**config.mk**
```make
export PLATFORM = sky130hd
export DESIGN_NAME = cache_ctrl
export DESIGN_NICKNAME = d
export VERILOG_FILES = /design/src/rtl/cache_ctrl_pkg.sv /design/src/rtl/cache_ctrl_wait_timer.sv /design/src/rtl/cache_ctrl.sv
export SDC_FILE = /design/constraint.sdc
export NUM_CORES = 1
export LEC_CHECK = 0
export BUFFER_PORTS_ARGS = -buffer_cell sky130_fd_sc_hd__buf_2
export CAP_MARGIN = 20
export CORE_MARGIN = 2
export CORE_UTILIZATION = 30
export CTS_CLUSTER_DIAMETER = 120
export DETAILED_ROUTE_END_ITERATION = 8
export PLACE_DENSITY_LB_ADDON = 0.1
export SLEW_MARGIN = 10
export SYNTH_ARGS = -nofsm -noshare
export SYNTH_HDL_FRONTEND = slang
export SYNTH_SLANG_ARGS = --single-unit
```
**constraint.sdc**
```tcl
create_clock -name i_clock -period 5.5 [get_ports i_clock]
set_input_delay 0.55 -clock i_clock [delete_from_list [all_inputs] [get_ports i_clock]]
set_output_delay 0.55 -clock i_clock [all_outputs]
set_load 0.05 [all_outputs]
```
**src/rtl/cache_ctrl_pkg.sv**
```systemverilog
// Shared types for the cache controller.
//   state_t       : FSM state encoding (4 bits)
//   is_mem_wait() : true in the states that hold a RAM request open
package cache_ctrl_pkg;

    typedef enum logic [3:0] {
        ST_IDLE     = 4'd0,
        ST_LOOKUP   = 4'd1,
        ST_WB       = 4'd2,
        ST_FILL     = 4'd3,
        ST_UPDATE   = 4'd4,
        ST_WRCACHE  = 4'd5,
        ST_WT       = 4'd6,
        ST_DONE     = 4'd7,
        ST_DONE_ERR = 4'd8
    } state_t;

    function automatic logic is_mem_wait(input state_t s);
        return (s == ST_WB) || (s == ST_FILL) || (s == ST_WT);
    endfunction

endpackage

```
**src/rtl/cache_ctrl_wait_timer.sv**
```systemverilog
// Per-access RAM wait timer.
// Counts cycles spent waiting for mem_ack and flags the last allowed cycle.
//   i_clock   : clock, rising edge
//   i_reset   : asynchronous, active-high
//   i_clear   : restart the count at 0 (takes priority over i_enable)
//   i_enable  : a RAM request is outstanding this cycle
//   o_expired : this is the MEM_TIMEOUT-th waiting cycle; never set when MEM_TIMEOUT=0
module cache_ctrl_wait_timer #(
    parameter int TO_W        = 8,
    parameter int MEM_TIMEOUT = 255
) (
    input  logic i_clock,
    input  logic i_reset,
    input  logic i_clear,
    input  logic i_enable,
    output logic o_expired
);

    localparam bit              LP_ACTIVE = (MEM_TIMEOUT != 0);
    localparam logic [TO_W-1:0] LP_LAST   = TO_W'(MEM_TIMEOUT - 1);

    logic [TO_W-1:0] r_count;

    always_ff @(posedge i_clock or posedge i_reset) begin
        if (i_reset) begin
            r_count <= '0;
        end else if (i_clear) begin
            r_count <= '0;
        end else if (i_enable && (r_count != LP_LAST)) begin
            r_count <= r_count + 1'b1;
        end
    end

    // The count reads 0 on the first waiting cycle, so LP_LAST marks the
    // MEM_TIMEOUT-th one.
    assign o_expired = LP_ACTIVE && i_enable && (r_count == LP_LAST);

endmodule

```
**src/rtl/cache_ctrl.sv**
```systemverilog
// Cache controller FSM between the CPU load/store port and main RAM.
// Sequences lookup, dirty-victim writeback, line fill, cache write and
// write-through; keeps saturating hit/miss counters. Datapath lives outside.
//   i_clock, i_reset      : clock (rising edge), asynchronous active-high reset
//   i_read, i_write       : CPU request, sampled in IDLE only (read wins)
//   i_hit, i_dirty        : tag compare result / victim dirty bit, used in LOOKUP
//   i_mem_ack             : RAM access complete pulse
//   i_stats_clr           : synchronous clear of the statistic counters
//   o_ready, o_error      : access complete pulse; error marks a RAM timeout
//   o_busy                : not IDLE
//   o_update_tag, o_fill_we, o_cache_we, o_set_dirty, o_clr_dirty : array controls
//   o_mem_read, o_mem_write, o_mem_victim                         : RAM request
//   o_hit_cnt, o_miss_cnt : saturating lookup statistics
//
// state       | meaning
// ------------+-----------------------------------------------------------
// ST_IDLE     | waiting for a CPU request
// ST_LOOKUP   | tag compare result valid; choose hit / miss path
// ST_WB       | writing dirty victim line to RAM
// ST_FILL     | reading the missing line from RAM
// ST_UPDATE   | write fill data, tag and valid; clear dirty
// ST_WRCACHE  | write CPU store data into the line
// ST_WT       | writing the store through to RAM
// ST_DONE     | access complete
// ST_DONE_ERR | access abandoned after a RAM timeout
module cache_ctrl
    import cache_ctrl_pkg::*;
#(
    parameter bit WRITE_BACK     = 1'b1,
    parameter bit WRITE_ALLOCATE = 1'b1,
    parameter int MEM_TIMEOUT    = 255,
    parameter int TO_W           = 8,
    parameter int CNT_W          = 16
) (
    input  logic             i_clock,
    input  logic             i_reset,
    input  logic             i_read,
    input  logic             i_write,
    input  logic             i_hit,
    input  logic             i_dirty,
    input  logic             i_mem_ack,
    input  logic             i_stats_clr,
    output logic             o_ready,
    output logic             o_error,
    output logic             o_busy,
    output logic             o_update_tag,
    output logic             o_fill_we,
    output logic             o_cache_we,
    output logic             o_set_dirty,
    output logic             o_clr_dirty,
    output logic             o_mem_read,
    output logic             o_mem_write,
    output logic             o_mem_victim,
    output logic [CNT_W-1:0] o_hit_cnt,
    output logic [CNT_W-1:0] o_miss_cnt
);

    localparam logic [CNT_W-1:0] LP_CNT_MAX = '1;

    state_t           r_state;
    state_t           w_next;
    logic             r_op_wr;
    logic [CNT_W-1:0] r_hit_cnt;
    logic [CNT_W-1:0] r_miss_cnt;
    logic             w_waiting;
    logic             w_expired;

    assign w_waiting = is_mem_wait(r_state);

    // An ack leaves the wait state, so clearing on it also restarts the
    // count for a following wait state (WB -> FILL).
    cache_ctrl_wait_timer #(
        .TO_W        (TO_W),
        .MEM_TIMEOUT (MEM_TIMEOUT)
    ) u_timer (
        .i_clock   (i_clock),
        .i_reset   (i_reset),
        .i_clear   (!w_waiting || i_mem_ack),
        .i_enable  (w_waiting),
        .o_expired (w_expired)
    );

    always_ff @(posedge i_clock or posedge i_reset) begin
        if (i_reset) begin
            r_state <= ST_IDLE;
            r_op_wr <= 1'b0;
        end else begin
            r_state <= w_next;
            if ((r_state == ST_IDLE) && (i_read || i_write)) begin
                r_op_wr <= !i_read;
            end
        end
    end

    // Ack is tested before expiry so a same-cycle ack completes normally.
    always_comb begin
        w_next = r_state;
        case (r_state)
            ST_IDLE: begin
                if (i_read || i_write) w_next = ST_LOOKUP;
            end
            ST_LOOKUP: begin
                if (i_hit) begin
                    w_next = r_op_wr ? ST_WRCACHE : ST_DONE;
                end else if (!r_op_wr || WRITE_ALLOCATE) begin
                    w_next = (WRITE_BACK && i_dirty) ? ST_WB : ST_FILL;
                end else begin
                    w_next = ST_WT;
                end
            end
            ST_WB: begin
                if (i_mem_ack)      w_next = ST_FILL;
                else if (w_expired) w_next = ST_DONE_ERR;
            end
            ST_FILL: begin
                if (i_mem_ack)      w_next = ST_UPDATE;
                else if (w_expired) w_next = ST_DONE_ERR;
            end
            ST_UPDATE: begin
                w_next = r_op_wr ? ST_WRCACHE : ST_DONE;
            end
            ST_WRCACHE: begin
                w_next = WRITE_BACK ? ST_DONE : ST_WT;
            end
            ST_WT: begin
                if (i_mem_ack)      w_next = ST_DONE;
                else if (w_expired) w_next = ST_DONE_ERR;
            end
            ST_DONE, ST_DONE_ERR: begin
                w_next = ST_IDLE;
            end
            default: begin
                w_next = ST_IDLE;
            end
        endcase
    end

    always_comb begin
        o_ready      = 1'b0;
        o_error      = 1'b0;
        o_busy       = (r_state != ST_IDLE);
        o_update_tag = 1'b0;
        o_fill_we    = 1'b0;
        o_cache_we   = 1'b0;
        o_set_dirty  = 1'b0;
        o_clr_dirty  = 1'b0;
        o_mem_read   = 1'b0;
        o_mem_write  = 1'b0;
        o_mem_victim = 1'b0;
        case (r_state)
            ST_WB: begin
                o_mem_write  = 1'b1;
                o_mem_victim = 1'b1;
            end
            ST_FILL: begin
                o_mem_read = 1'b1;
            end
            ST_UPDATE: begin
                o_update_tag = 1'b1;
                o_fill_we    = 1'b1;
                o_clr_dirty  = 1'b1;
            end
            ST_WRCACHE: begin
                o_cache_we  = 1'b1;
                o_set_dirty = WRITE_BACK;
            end
            ST_WT: begin
                o_mem_write = 1'b1;
            end
            ST_DONE: begin
                o_ready = 1'b1;
            end
            ST_DONE_ERR: begin
                o_ready = 1'b1;
                o_error = 1'b1;
            end
            default: begin
            end
        endcase
    end

    always_ff @(posedge i_clock or posedge i_reset) begin
        if (i_reset) begin
            r_hit_cnt  <= '0;
            r_miss_cnt <= '0;
        end else if (i_stats_clr) begin
            r_hit_cnt  <= '0;
            r_miss_cnt <= '0;
        end else if (r_state == ST_LOOKUP) begin
            if (i_hit) begin
                if (r_hit_cnt != LP_CNT_MAX) r_hit_cnt <= r_hit_cnt + 1'b1;
            end else begin
                if (r_miss_cnt != LP_CNT_MAX) r_miss_cnt <= r_miss_cnt + 1'b1;
            end
        end
    end

    assign o_hit_cnt  = r_hit_cnt;
    assign o_miss_cnt = r_miss_cnt;

endmodule

```
======== Word level (Yosys, flattened, before mapping) ========
Index checks and enable logic that the tools add are counted.
Widths: inputs -> output; s select.
operators by class
  add/subtract/negate cells ............... 3
  equal/unequal tests ..................... 14
  mux-type cells .......................... 26
  reductions and logical operators ........ 20
operators with widths
  kind                   count
  $mux 16                8
  $add 16x1->16 const B  2
  $ne 16x16->1 const B   2
  $pmux 4 s7             1
  $mux 4                 5
  $eq 4x3->1 const B     4
  $mux 8                 2
  $reduce_bool 2->1      5
  $add 8x1->8 const B    1
  $eq 4x2->1 const B     2
  $eq 8x8->1 const B     1
  $mux 1                 8
  $ne 8x8->1 const B     1
  $reduce_and 3->1       2
  $eq 4x1->1 const B     1
  $eq 4x4->1 const B     1
  $logic_not 4->1        1
  $logic_or 1x1->1       4
  $ne 2x1->1 const B     2
  $reduce_bool 4->1      1
  $reduce_or 2->1        2
  $logic_and 1x1->1      3
  $mux 3                 1
  $logic_not 1->1        2
  $mux 2                 1
word-level totals
  flip-flop bits (word level) ............. 45
  input bits .............................. 8
  output and inout bits ................... 43
  logic and storage cells ................. 68

======== Logic depth before layout (Yosys ltp) ========
  word-level depth ........................ 7
  gate-level depth with buffers ........... 7

======== Modules after synthesis ========
From an unflattened synthesis, not the netlist that was laid out.
second synthesis, totals
  cell total of the unflattened synthesis .. 308
  area, all modules ....................... 2787.7 sq um
modules (own cells, without submodules)
  module                 instances  cells an instance  area an instance (sq um)  sequential area each (sq um)
  cache_ctrl             1          258                2280.9                    925.9
  cache_ctrl_wait_timer  1          50                 506.7                     200.2

======== Worst setup path after synthesis ========
Ideal clock, no wire load.
  path type ............................... reg2out
  from .................................... reg r_state[2]
  to ...................................... out o_set_dirty
  data arrival time ....................... 2.412 ns
  slack ................................... 2.538 ns
  stages on the path, launching flop included .. 5
  path buffers ............................ 2
  cells stage by stage .................... dfrtp_1 -> clkbuf_1 -> nand2_1 -> nor3b_1 -> buf_4
on the way
  longest elaborated chain between the ends .. 2
ends and longest elaborated chain
  what                      line              source
  start: declaration        cache_ctrl.sv:60  state_t r_state;
  start signal: assignment  cache_ctrl.sv:88  r_state <= w_next;
  $eq 4x3->1                n/a
  $mux 1                    n/a
  end: declaration          cache_ctrl.sv:49  output logic o_set_dirty,
No other way between the ends.

======== Worst setup path in the final report ========
  from .................................... reg r_state[1]
  to ...................................... reg r_hit_cnt[13] (netlist: o_hit_cnt[13])
on the way
  longest elaborated chain between the ends .. 3
ends and longest elaborated chain
  what                         line               source
  $eq 4x1->1                   cache_ctrl.sv:189  end else if (r_state == ST_LOOKUP) begin
  $reduce_bool 2->1 (no line)  n/a
  $reduce_and 3->1 (no line)   n/a
  end signal: assignment       cache_ctrl.sv:191  if (r_hit_cnt != LP_CNT_MAX) r_hit_cnt <= r_hit_cnt + 1'b1;
  end: declaration             cache_ctrl.sv:63   logic [CNT_W-1:0] r_hit_cnt;
No other way between the ends.
A chain may end at the register's enable or synchronous reset.

==> impl_metrics.json <==
{
  "final_max_slew_viol_count": 0,
  "status": "completed",
  "r2r-end": "o_hit_cnt[13]",
  "vias_per_cell": 5.11,
  "leakagePower_nw": 1.27,
  "grt_use_met3_pct": 2.69,
  "grt.total_usage_pct": 13.9,
  "clock_path_buffers": 2,
  "timing.fmax_ghz": 0.423,
  "setup_ws_ns": 3.14,
  "layout-drive-gt1-share_pct": 19.7,
  "synth_xor_area_share_pct": 10.5,
  "rr_worst_depth": 5,
  "fin_setup_tns_ns": 0,
  "grt-busiest-layer": "met2",
  "clock_sinks": 45,
  "grt_pass1_vias": 2064,
  "gr-usage-met2_pct": 21.9,
  "powerDensity_nw_per_um2": 312,
  "post-cts-setup-buffers": 0,
  "pwr-share-seq_pct": 44.6,
  "cts_inserted_buffers": 5,
  "intPower_w": 0.000537,
  "clk_pin_slew_ns": 0.08,
  "ys.flop_type": "dfrtp_1",
  "place.detailed.hpwl_um": 4110,
  "h-tree-depth": 2,
  "clk_latency_ns": 0.30,
  "netlist_area_um2": 2500,
  "core-area_um2": 8130,
  "finalCritPeriodShare_pct": 42.9,
  "vias": 2171,
  "synthAdderAreaFrac_pct": 2.00,
  "die_area_um2": 9080,
  "async_flop_share_pct": 100,
  "fin_nets": 332,
  "skew_ns": 0.0109,
  "synthToLayoutAreaGrowth_pct": 17.4,
  "total_power_w": 0.000916,
  "ctsResizeCount": 0,
  "worst_pin_slew_ns": 0.961,
  "start_util_pct": 30.7,
  "grt_start_max_net_pins": 46,
  "synth-simple-area-share_pct": 29.6,
  "met1_usage_pct": 19.0,
  "seq_area_frac_synth_pct": 45.0,
  "stdcell_area_um2": 2930,
  "place_ws_ns": 3.13,
  "synth_compound_area_share_pct": 8.66,
  "relSlewSlack_pct": 35.4,
  "startpoint": "r_state[1]",
  "synth-seq-cells": 45,
  "critPathLaunchType": "flop",
  "critPathRequiredTime_ns": 5.66,
  "rows": 33,
  "vdd_ir_drop_max_v": 0.000333,
  "drv_cap": 0,
  "finalHoldViolCount": 0,
  "pwr-share-clk_pct": 23.2,
  "multiInputGateArea_um2": 1280,
  "endpoint": "o_hit_cnt[13]",
  "die_h_um": 95.3,
  "die_width_um": 95.3,
  "io_pins": 51,
  "synth_nets": 287,
  "cts_tree": "built",
  "synth-edff-count": 0,
  "synth_top_family_by_area": "simple AND/OR/NAND/NOR gates",
  "drt_first_pass_iters": 4,
  "p_switching_w": 0.000379,
  "crit_fanout": 14,
  "register_area_um2": 1130,
  "setup_viol": 0,
  "final_common_cell": "buf_2",
  "syn_avg_cell_area_um2": 9.09,
  "drtAntennaViolNets": 0,
  "synth.distinct_cells": 40,
  "crit_arrival_ns": 2.52,
  "synthMuxAreaShare_pct": 0.400,
  "hold_path_class": "in2async",
  "drc": 0,
  "cts_hold_buf": 0,
  "postPlaceCellArea_um2": 2820,
  "netlist_instances": 275,
  "fillers": 856,
  "port_buffers": 50,
  "grt_first_pass_wirelength_um": 9940,
  "first_iter_violations": 70,
  "antenna_found_initial": 0,
  "layout_common_cells": "buf_2 (50), dfrtp_1 (45), nor2_1 (40)",
  "p_sw_share_pct": 41.4,
  "critPathKind": "reg2reg",
  "cts_root_buffer": "clkbuf_8",
  "overflow": 0,
  "regToRegStartpoint": "r_state[1]",
  "place_congestion": 0.743,
  "final_util_pct": 36.1,
  "antenna_cells": 0,
  "rsz0062_at_grt": "false",
  "p_comb_share_pct": 32.2,
  "yosysWarnings": 0,
  "endpoint_kind": "flop",
  "min_period_ns": 2.36,
  "routed_wirelength_um": 6010,
  "rrSetupSlack_ns": 3.14,
  "wire_per_inst_um": 14.1
}
## power groups by stage
stage,clock network [W],registers (W),logic (W)
after floorplan,0,0.000394,0.000267
final,0.000213,0.000408,0.000295
after global placement,0,0.000414,0.000297
after global routing,0.000238,0.000415,0.000322
after detailed placement,0,0.000415,0.000295
after CTS,0.000224,0.000409,0.000296
## registers in the layout, indices dropped and copies added, names as in the netlist
| signal | flops |
|---|---|
| o_hit_cnt | 16 |
| o_miss_cnt | 16 |
| r_op_wr | 1 |
| r_state | 4 |
| u_timer.r_count | 8 |
## Yosys cell counts, types with 5 or more instances
library cell  count  area [um2]
dfrtp_1          45        1130
nor2_1           40         150
xnor2_1          25         219
nand2_1          19        71.3
a21oi_1          14        70.1
nor3_1           14        70.1
nand3_1          13        65.1
nand4_1          13        81.3
nor4_1           11        68.8
clkbuf_1         10        37.5
inv_1             8        30.0
o21ai_0           7        35.0
xor2_1            5        43.8
## per-layer routing
| metal | share of wire (%) | routed length, um |
|---|---|---|
| met5 | 0 | 0 |
| met4 | 1.4 | 84 |
| met3 | 3.9 | 237 |
| met2 | 46 | 2770 |
| met1 | 49 | 2920 |
## stage by stage
stage	std cells	hold slack, ns
floorplan	275	0.498
global placement	416	0.520
detailed placement	416	0.547
CTS	423	0.425
global route	425	0.225
finish	425	0.214
## worst max-delay path, cell delays in order, from the launching register on
cell and delay, ns:
dfrtp_1 0.55, nor4b_4 0.59, nand4_1 0.41, a2111oi_2 0.47, xnor2_1 0.16, nor2_1 0.05
## cell families after synthesis
kind of cell,count (synthesis)
flip-flops,45
multiplexers,1
buffers and inverters,22
XOR/XNOR,30
adder cells (fa/ha/maj),4
AND/OR/NAND/NOR,139
AO/OA/AOI/OAI,34
## how the worst min path moves through the flow
stage / cells after the start / end / start
final: 2 / o_hit_cnt[12] / i_reset
after global routing: 2 / o_hit_cnt[12] / i_reset
after CTS: 2 / r_op_wr / i_read
after detailed placement: 2 / u_timer.r_count[4] / u_timer.r_count[4]
after global placement: 2 / u_timer.r_count[5] / u_timer.r_count[5]
after floorplan: 2 / u_timer.r_count[5] / u_timer.r_count[5]
## cell type report
type                            count  share of cell area [%]
Sequential cell                    45                    38.4
Tap cell                          105                    4.48
Multi-Input combinational cell    208                    43.8
Clock buffer                        7                    2.94
Timing Repair Buffer               52                    9.38
Inverter                            8                    1.02
(Power assumes the default switching activity.)
